`src/rtl/module_teclado_scan.sv`:
```
// Matrix keypad scanner: drives one-hot columns, synchronises and debounces
// the rows, decodes a single key per press and queues the codes in a small
// FIFO with a valid/acknowledge handshake towards the consumer.
module module_teclado_scan #(
    parameter int N_FILAS    = 4,
    parameter int N_COLS     = 4,
    parameter int HEX_MAP    = 1,
    parameter int SCAN_DIV   = 27000,
    parameter int DEB_CNT    = 270000,
    parameter int FIFO_DEPTH = 4,
    localparam int CODE_W    = (HEX_MAP == 1) ? 4 : $clog2(N_FILAS * N_COLS)
) (
    input  logic                clk,
    input  logic                rst_n,
    input  logic [N_FILAS-1:0]  fila,
    output logic [N_COLS-1:0]   col,
    output logic [CODE_W-1:0]   num,
    output logic                rdy,
    input  logic                ack,
    output logic                tecla,
    output logic                ovf
);

    localparam int CI_W  = $clog2(N_COLS);
    localparam int RI_W  = $clog2(N_FILAS);
    localparam int DIV_W = $clog2(SCAN_DIV);
    localparam int DEB_W = $clog2(DEB_CNT + 1);
    localparam int PTR_W = $clog2(FIFO_DEPTH);
    localparam int CNT_W = PTR_W + 1;

    typedef enum logic [1:0] {
        st_scan,
        st_debounce,
        st_held,
        st_release
    } state_t;

    // Standard 4x4 legend, row-major: 1 2 3 A / 4 5 6 B / 7 8 9 C / E 0 F D
    function automatic logic [3:0] hex_code(input logic [3:0] idx);
        logic [3:0] code;
        case (idx)
            4'd0:  code = 4'h1;
            4'd1:  code = 4'h2;
            4'd2:  code = 4'h3;
            4'd3:  code = 4'hA;
            4'd4:  code = 4'h4;
            4'd5:  code = 4'h5;
            4'd6:  code = 4'h6;
            4'd7:  code = 4'hB;
            4'd8:  code = 4'h7;
            4'd9:  code = 4'h8;
            4'd10: code = 4'h9;
            4'd11: code = 4'hC;
            4'd12: code = 4'hE;
            4'd13: code = 4'h0;
            4'd14: code = 4'hF;
            default: code = 4'hD;
        endcase
        return code;
    endfunction

    logic [N_FILAS-1:0] fila_meta_reg;
    logic [N_FILAS-1:0] fs_reg;

    state_t             state_reg, state_next;
    logic [CI_W-1:0]    col_idx_reg, col_idx_next;
    logic [CI_W-1:0]    col_idx_adv;
    logic [DIV_W-1:0]   div_reg, div_next;
    logic [DEB_W-1:0]   deb_reg, deb_next;
    logic [N_FILAS-1:0] cap_reg, cap_next;
    logic               tecla_reg, tecla_next;

    logic [N_FILAS-1:0] fs_minus1;
    logic               fs_onehot;
    logic               div_last;
    logic               deb_last;
    logic [RI_W-1:0]    row_idx;
    logic               push;
    logic [CODE_W-1:0]  push_code;

    logic [CODE_W-1:0]  mem [FIFO_DEPTH];
    logic [PTR_W-1:0]   wr_ptr_reg, rd_ptr_reg;
    logic [CNT_W-1:0]   count_reg, count_next, count_after_pop;
    logic [CODE_W-1:0]  num_reg, head_next;
    logic               rdy_reg, ovf_reg;
    logic               pop, full, accept, drop;

    // Two-flop synchroniser for the asynchronous row pins
    always_ff @(posedge clk) begin
        if (!rst_n) begin
            fila_meta_reg <= '0;
            fs_reg        <= '0;
        end else begin
            fila_meta_reg <= fila;
            fs_reg        <= fila_meta_reg;
        end
    end

    // One-hot column drive from the current column index
    for (genvar gi = 0; gi < N_COLS; gi++) begin : g_col
        assign col[gi] = (col_idx_reg == CI_W'(gi));
    end

    assign fs_minus1   = fs_reg - N_FILAS'(1);
    assign fs_onehot   = (fs_reg != '0) && ((fs_reg & fs_minus1) == '0);
    assign div_last    = (div_reg == DIV_W'(SCAN_DIV - 1));
    assign deb_last    = (deb_reg == DEB_W'(DEB_CNT - 1));
    assign col_idx_adv = (col_idx_reg == CI_W'(N_COLS - 1)) ? '0 : col_idx_reg + CI_W'(1);

    // Encode the captured row and build the key code for the current column
    always_comb begin
        int lin;
        row_idx = '0;
        for (int i = 0; i < N_FILAS; i++) begin
            if (cap_reg[i]) begin
                row_idx = RI_W'(i);
            end
        end
        lin = int'(row_idx) * N_COLS + int'(col_idx_reg);
        if (HEX_MAP == 1) begin
            push_code = CODE_W'(hex_code(4'(lin)));
        end else begin
            push_code = CODE_W'(lin);
        end
    end

    // Scanner state register
    always_ff @(posedge clk) begin
        if (!rst_n) begin
            state_reg   <= st_scan;
            col_idx_reg <= '0;
            div_reg     <= '0;
            deb_reg     <= '0;
            cap_reg     <= '0;
            tecla_reg   <= 1'b0;
        end else begin
            state_reg   <= state_next;
            col_idx_reg <= col_idx_next;
            div_reg     <= div_next;
            deb_reg     <= deb_next;
            cap_reg     <= cap_next;
            tecla_reg   <= tecla_next;
        end
    end

    // Scanner next-state: column stepping, press/release debounce, code push
    always_comb begin
        state_next   = state_reg;
        col_idx_next = col_idx_reg;
        div_next     = div_reg;
        deb_next     = deb_reg;
        cap_next     = cap_reg;
        tecla_next   = tecla_reg;
        push         = 1'b0;
        case (state_reg)
            st_scan: begin
                if (div_last) begin
                    div_next = '0;
                    if (fs_onehot) begin
                        // Column stays frozen while this key is qualified
                        cap_next   = fs_reg;
                        deb_next   = '0;
                        state_next = st_debounce;
                    end else begin
                        col_idx_next = col_idx_adv;
                    end
                end else begin
                    div_next = div_reg + DIV_W'(1);
                end
            end
            st_debounce: begin
                if (fs_reg != cap_reg) begin
                    col_idx_next = col_idx_adv;
                    div_next     = '0;
                    state_next   = st_scan;
                end else if (deb_last) begin
                    push       = 1'b1;
                    tecla_next = 1'b1;
                    state_next = st_held;
                end else begin
                    deb_next = deb_reg + DEB_W'(1);
                end
            end
            st_held: begin
                if (fs_reg == '0) begin
                    deb_next   = '0;
                    state_next = st_release;
                end
            end
            default: begin
                if (fs_reg != '0) begin
                    state_next = st_held;
                end else if (deb_last) begin
                    tecla_next   = 1'b0;
                    col_idx_next = col_idx_adv;
                    div_next     = '0;
                    state_next   = st_scan;
                end else begin
                    deb_next = deb_reg + DEB_W'(1);
                end
            end
        endcase
    end

    // FIFO control: a pop only counts while an entry is presented, and a
    // simultaneous pop frees the slot for a push into a full queue.
    assign pop             = ack & rdy_reg;
    assign full            = (count_reg == CNT_W'(FIFO_DEPTH));
    assign accept          = push & (~full | pop);
    assign drop            = push & full & ~pop;
    assign count_after_pop = count_reg - CNT_W'(pop);
    assign count_next      = count_after_pop + CNT_W'(accept);

    // Next head: bypass the pushed code when the queue would otherwise be empty
    always_comb begin
        head_next = num_reg;
        if (count_after_pop == '0) begin
            head_next = push_code;
        end else begin
            head_next = mem[rd_ptr_reg + PTR_W'(pop)];
        end
    end

    // Queue storage, written only on accepted pushes
    always_ff @(posedge clk) begin
        if (accept) begin
            mem[wr_ptr_reg] <= push_code;
        end
    end

    // Queue pointers, occupancy and registered head/valid/overflow outputs
    always_ff @(posedge clk) begin
        if (!rst_n) begin
            wr_ptr_reg <= '0;
            rd_ptr_reg <= '0;
            count_reg  <= '0;
            num_reg    <= '0;
            rdy_reg    <= 1'b0;
            ovf_reg    <= 1'b0;
        end else begin
            if (accept) begin
                wr_ptr_reg <= wr_ptr_reg + PTR_W'(1);
            end
            rd_ptr_reg <= rd_ptr_reg + PTR_W'(pop);
            count_reg  <= count_next;
            rdy_reg    <= (count_next != '0);
            if (count_next != '0) begin
                num_reg <= head_next;
            end
            ovf_reg <= drop;
        end
    end

    assign num   = num_reg;
    assign rdy   = rdy_reg;
    assign tecla = tecla_reg;
    assign ovf   = ovf_reg;

endmodule

```
`config.mk`:
```
export PLATFORM = sky130hd
export DESIGN_NAME = module_teclado_scan
export DESIGN_NICKNAME = d
export VERILOG_FILES = /design/src/rtl/module_teclado_scan.sv
export SDC_FILE = /design/constraint.sdc
export NUM_CORES = 1
export LEC_CHECK = 0
export BUFFER_PORTS_ARGS = -buffer_cell sky130_fd_sc_hd__buf_2
export CORE_UTILIZATION = 50
export DETAILED_ROUTE_END_ITERATION = 7
export PLACE_DENSITY = 0.7
export SYNTH_ARGS = -nofsm -noshare
export SYNTH_HDL_FRONTEND = slang
export SYNTH_SLANG_ARGS = --single-unit
```
`constraint.sdc`:
```
create_clock -name clk -period 3.17 [get_ports clk]
set_input_delay 0.7925 -clock clk [delete_from_list [all_inputs] [get_ports clk]]
set_output_delay 0.7925 -clock clk [all_outputs]
set_load 0.01 [all_outputs]
```
* Yosys cells after proc, flatten, opt, wreduce, memory -nomap -nowiden *
Memory sizes are Yosys's and may differ from the RTL's.
Cells that the tools add are included.

word-level totals
  bits in registers = 64
  bits of input ports = 7
  logic and storage cells = 112
  output and inout bits = 11
  memory bits (writable) = 16
  memory bits (read-only) = 64
  memories = 2

memories
  memory            depth  bits a word  rd ports  clocked after memory_dff  write ports  line  source
  (name not given)  16     4            1         0                         0            41    case (idx)
  mem               4      4            1         0                         1            81    logic [CODE_W-1:0] mem [FIFO_DEPTH];

cells by class
  reductions and logical operators = 17
  multiplexer cells = 41
  add/subtract/negate cells = 9
  bitwise operators = 10
  eq/ne operators = 19

operator list
  cell                   number
  $mux 19                6
  $mux 15                4
  $pmux 19 s3            1
  $pmux 15 s3            1
  $mux 2                 15
  $add 19x1->19 const B  1
  $eq 19x19->1 const B   1
  $add 15x1->15 const B  1
  $eq 15x15->1 const B   1
  $ne 2x2->1 const B     6
  $pmux 2 s3             2
  $mux 1                 10
  $reduce_and 5->1       2
  $logic_not 4->1        2
  $reduce_and 4->1       2
  $eq 2x2->1 const B     3
  $reduce_and 6->1       1
  $reduce_bool 3->1      2
  $reduce_bool 5->1      1
  $add 2x1->2 const B    2
  $add 4x2->4            1
  $and 1x1->1            4
  $and 4x4->4            1
  $eq 2x1->1 const B     2
  other kinds (20)       24

* Longest topological paths before layout *
  word-level depth = 7
  mapped depth = 12
  mapped depth without buffers = 11

* Worst setup path after synthesis *
Ideal clock, no wire load.

  kind = flip-flop to flip-flop
  start = register cap_reg[3]
  end = register rdy_reg (netlist: rdy)
  arrival = 2.915 ns
  period minus slack after synthesis = 3.030 ns
  slack = 0.140 ns
  required time = 3.055 ns
  cell stages (with the launch flop) = 11
  library setup time = 0.115 ns
  buffers on the path = 2
  cells stage by stage = dfxtp_1 -> buf_2 -> xor2_1 -> nor4_1 -> nand2_1 -> nor3_1 -> ha_1 -> ha_1 -> or3_1 -> clkbuf_1 -> and2_1

between the ends
  longest elaborated chain between the ends = 6

ends and longest elaborated chain
  item                    line  source
  start, declared         70    logic [N_FILAS-1:0] cap_reg, cap_next;
  start signal, assigned  141   cap_reg <= cap_next;
  $ne 4x4->1              172   if (fs_reg != cap_reg) begin
  $mux 1                  172
  $mux 1                  155   case (state_reg)
  $and 1x1->1             209   assign accept = push & (~full | pop);
  via accept              86    logic pop, full, accept, drop;
  $add 3x1->3             212   assign count_next = count_after_pop + CNT_W'(accept);
  via count_next[1]       83    logic [CNT_W-1:0] count_reg, count_next, count_after_pop;
  $reduce_bool 3->1       246   rdy_reg <= (count_next != '0);
  end signal, assigned    246
  end, declared           85    logic rdy_reg, ovf_reg;

The timed path passes the listed nets, and every way through them passes these cells.
A chain may end at the register's enable or synchronous reset.

* Worst setup path in the final report *
  start = register div_reg[3]
  end = register deb_reg[16]

between the ends
  longest elaborated chain between the ends = 3

ends and longest elaborated chain
  item                        line  source
  start, declared             68    logic [DIV_W-1:0] div_reg, div_next;
  start signal, assigned      139   div_reg <= div_next;
  $eq 15x15->1                106   assign div_last = (div_reg == DIV_W'(SCAN_DIV - 1));
  $ne 2x2->1 (no line)        --
  $reduce_and 5->1 (no line)  --
  end signal, assigned        140   deb_reg <= deb_next;
  end, declared               69    logic [DEB_W-1:0] deb_reg, deb_next;

No other way between the ends.

==> impl_metrics.tcl <==
set metrics [dict create \
    io_pins 18 \
    slowest_delay_ns 0.61 \
    cts_tree "built" \
    crit_chain "or4_1 > or4_4 > o21a_1 > a211o_1 > or4_1 > a21oi_1" \
    p_leak_uw 0.001600 \
    arrival_ns 3.21 \
    crit_type "reg2reg" \
    final_cell_area_mm2 0.004252 \
    yosysWarnings 0 \
    path_buf_inv 0 \
    cts_resized 0 \
    post_cts_buffers 0 \
    cts-root-buf "clkbuf_8" \
    cpMostUsedCell "or4_1" \
    final_cells 533 \
    worst_setup_path_start_kind "flop" \
    relSlewSlack_pct 48.51 \
    final.period_utilization_pct 92.71 \
    num_rows 31 \
    gp_congestion 0.7958 \
    post_dp_cell_area_mm2 0.004088 \
    cts_inserted_buffers 9 \
    clk_pin_slew_worst_paths_ns 0.08 \
    place_inst 517 \
    syn_area_mm2 0.003886 \
    worst_slew_pin_slew_ns 0.7724 \
    drive_gt1_share_pct 11.06 \
    vdd_drop_max_v 0.0003422 \
    syn-num-nets 440 \
    synthCells 411 \
    core_area_mm2 0.007370 \
    drt_iter0_drc 155 \
    clock_latency_ns 0.34 \
    worstPathRequired_ns 3.44 \
    routedWlPerCell_um 12.58 \
    die_w_um 90.16 \
    drv_cap 0 \
    min_path_type "reg2reg" \
    postRouteAntennaNets 0 \
    p_per_area_mw_per_mm2 550.0 \
    timing.final.crit_period_ns 2.939 \
    r2r_slack_ns 0.23 \
    dieHeight_um 90.16 \
    holdPathStages 1 \
    fin_setup_tns_ns 0 \
    drt_first_pass_iters 4 \
    routed_via_density 5.447 \
    fin_worst_skew_ns 0.01398 \
    grt_pass1_vias 2544 \
    crit-reg2reg-launch "div_reg[3]" \
    routed_wl_um 6705 \
    rsz0062_at_grt "no" \
    num-fill-cells 646 \
    grt_pass1_wl_um 11520 \
    power.total_uw 2339 \
    grt_max_degree 34 \
    antenna_found_initial 0 \
    yosysSeqAreaShare_pct 45.33 \
    drc_errors 0 \
    clock-sinks 80 \
    critPathMaxFanout 33 \
    reg2regPathDepth 6 \
    ff_latch_area_mm2 0.001762 \
    portBuffers 17 \
    hold_end "fs_reg[2]" \
    timing.rr.end "deb_reg[16]" \
    grt_use_total_pct 17.60 \
    setup_viol 0 \
    overflow 0 \
    hold_path_startpoint "fila_meta_reg[2]" \
    h-tree-depth 3 \
    max_freq_mhz 340.3 \
    initial_core_util_pct 52.73 \
    die-area_mm2 0.008129 \
    synth_cell_types 43 \
    areaGrowthSynthToFinish_pct 9.401 \
    finalHoldViolCount 0 \
    largest_register_ffs 19 \
    cp-end-kind "flop" \
    multi_input_area_mm2 0.001974 \
    cts_buffer_depth 2 \
    status "finished clean" \
    syn_area_per_cell_um2 9.456 \
    ctsHoldBuffers 0 \
    nNetsFinal 458 \
    drv_slew 0 \
    vias 2903 \
    slowest_stage "or4_1" \
    dp.final_hpwl_um 4751 \
    antennaDiodeCount 0 \
    ys_ff_latch 80 \
    path_delay_family "simple AND/OR/NAND/NOR gates" \
]
## report_power, final
group | leakage, uW | internal (uW) | switching, uW
clock network | 0.0000770 | 287 | 359
logic | 0.000857 | 236 | 319
registers | 0.000665 | 1100 | 38.7
## how the worst max path moves through the flow
stage	from	depth (start not counted)	to
final	div_reg[3]	6	deb_reg[16]
after global placement	div_reg[3]	7	deb_reg[6]
after detailed placement	ack	8	num[3]
after global routing	div_reg[3]	6	deb_reg[16]
after floorplan	cap_reg[3]	10	rdy
after CTS	div_reg[3]	6	deb_reg[18]
## cell usage in the layout (no fill, tap or decap), drive strengths merged, types with 2 or more instances in the layout
| cell type | synthesis | routed |
|---|---|---|
| inv | 17 | 18 |
| clkinv | 1 | 2 |
| and3 | 8 | 8 |
| nand2 | 23 | 23 |
| or2 | 2 | 2 |
| clkbuf | 15 | 12 |
| dfxtp | 64 | 64 |
| xor2 | 16 | 16 |
| a221oi | 2 | 2 |
| mux4 | 4 | 4 |
| clkinvlp | 0 | 2 |
| a211oi | 8 | 8 |
| a21oi | 31 | 31 |
| buf | 5 | 27 |
| and2 | 20 | 20 |
| edfxtp | 16 | 16 |
| and4 | 2 | 2 |
| or4 | 8 | 8 |
| nor2b | 2 | 2 |
| ha | 22 | 22 |
| mux2i | 10 | 10 |
| xnor2 | 5 | 5 |
| o31ai | 8 | 8 |
| nor2 | 35 | 35 |
| o21ai | 19 | 19 |
| nand4 | 18 | 18 |
| nand3 | 11 | 11 |
| nand2b | 2 | 2 |
| or3 | 18 | 18 |
| nor3 | 4 | 4 |
| nor4b | 5 | 5 |
| nor4 | 2 | 2 |
## area by class of cell
cell class | instances | share of cell area [%]
multi-input cells | 293 | 46.44
flip-flops and latches | 80 | 41.44
repair buffers | 27 | 3.767
clock buffers | 12 | 3.178
well taps | 99 | 2.913
inverters | 18 | 1.589
clock inverters | 4 | 0.6769
## kinds of logic after synthesis
family	Yosys count	share of synthesized area, %
simple gates	162	22.76
flops	80	45.33
compound gates	74	11.20
buf+inv	38	3.992
fa+ha+maj	22	7.083
xor+xnor	21	4.733
mux	14	4.894
## per-layer routing
layer / share of wire, % / wire length (um) / track usage [%]
met4: 0.70 / 47 / 6.452
met2: 44 / 2951 / 27.10
met1: 52 / 3481 / 23.11
met3: 3.3 / 224 / 5.668
met5: 0 / 0 / 0
## Yosys cell counts (all sizes together)
library cell	n	area [um2]
clkinv	1	3.750
and4	2	17.52
o21ai	19	95.09
mux4	4	90.09
or2	2	12.51
nand4b	1	8.760
o211ai	1	7.510
ha	22	275.3
nor3b	1	7.510
and3	8	50.05
nor2	35	131.4
a221oi	2	17.52
mux2i	10	100.1
nand2b	2	12.51
clkbuf	15	57.55
nand3	11	55.05
a221o	1	10.01
and2	20	125.1
o31ai	8	60.06
nor4	2	12.51
or3	18	112.6
buf	5	30.02
a22oi	1	7.510
o21a	1	7.510
a21oi	31	155.2
o22ai	1	6.260
nor2b	2	12.51
dfxtp	64	1281
a211oi	8	60.06
nor3	4	20.02
or4	8	63.81
inv	17	63.81
xnor2	5	43.79
xor2	16	140.1
nand4	18	112.6
nand2	23	86.33
edfxtp	16	480.5
nor4b	5	43.79
a211o	1	8.760
## metrics by stage
stage	hold slack [ns]	setup slack (ns)	utilization, %
2_1_floorplan	0.4119	0.1398	-
3_3_place_gp	0.4148	0.2996	55.47
3_5_place_dp	0.4185	0.2284	55.47
4_1_cts	0.4386	0.2231	57.69
5_1_grt	0.4554	0.07165	57.69
6_report	0.4358	0.2312	57.69
Power figures use the tool's default switching activity.
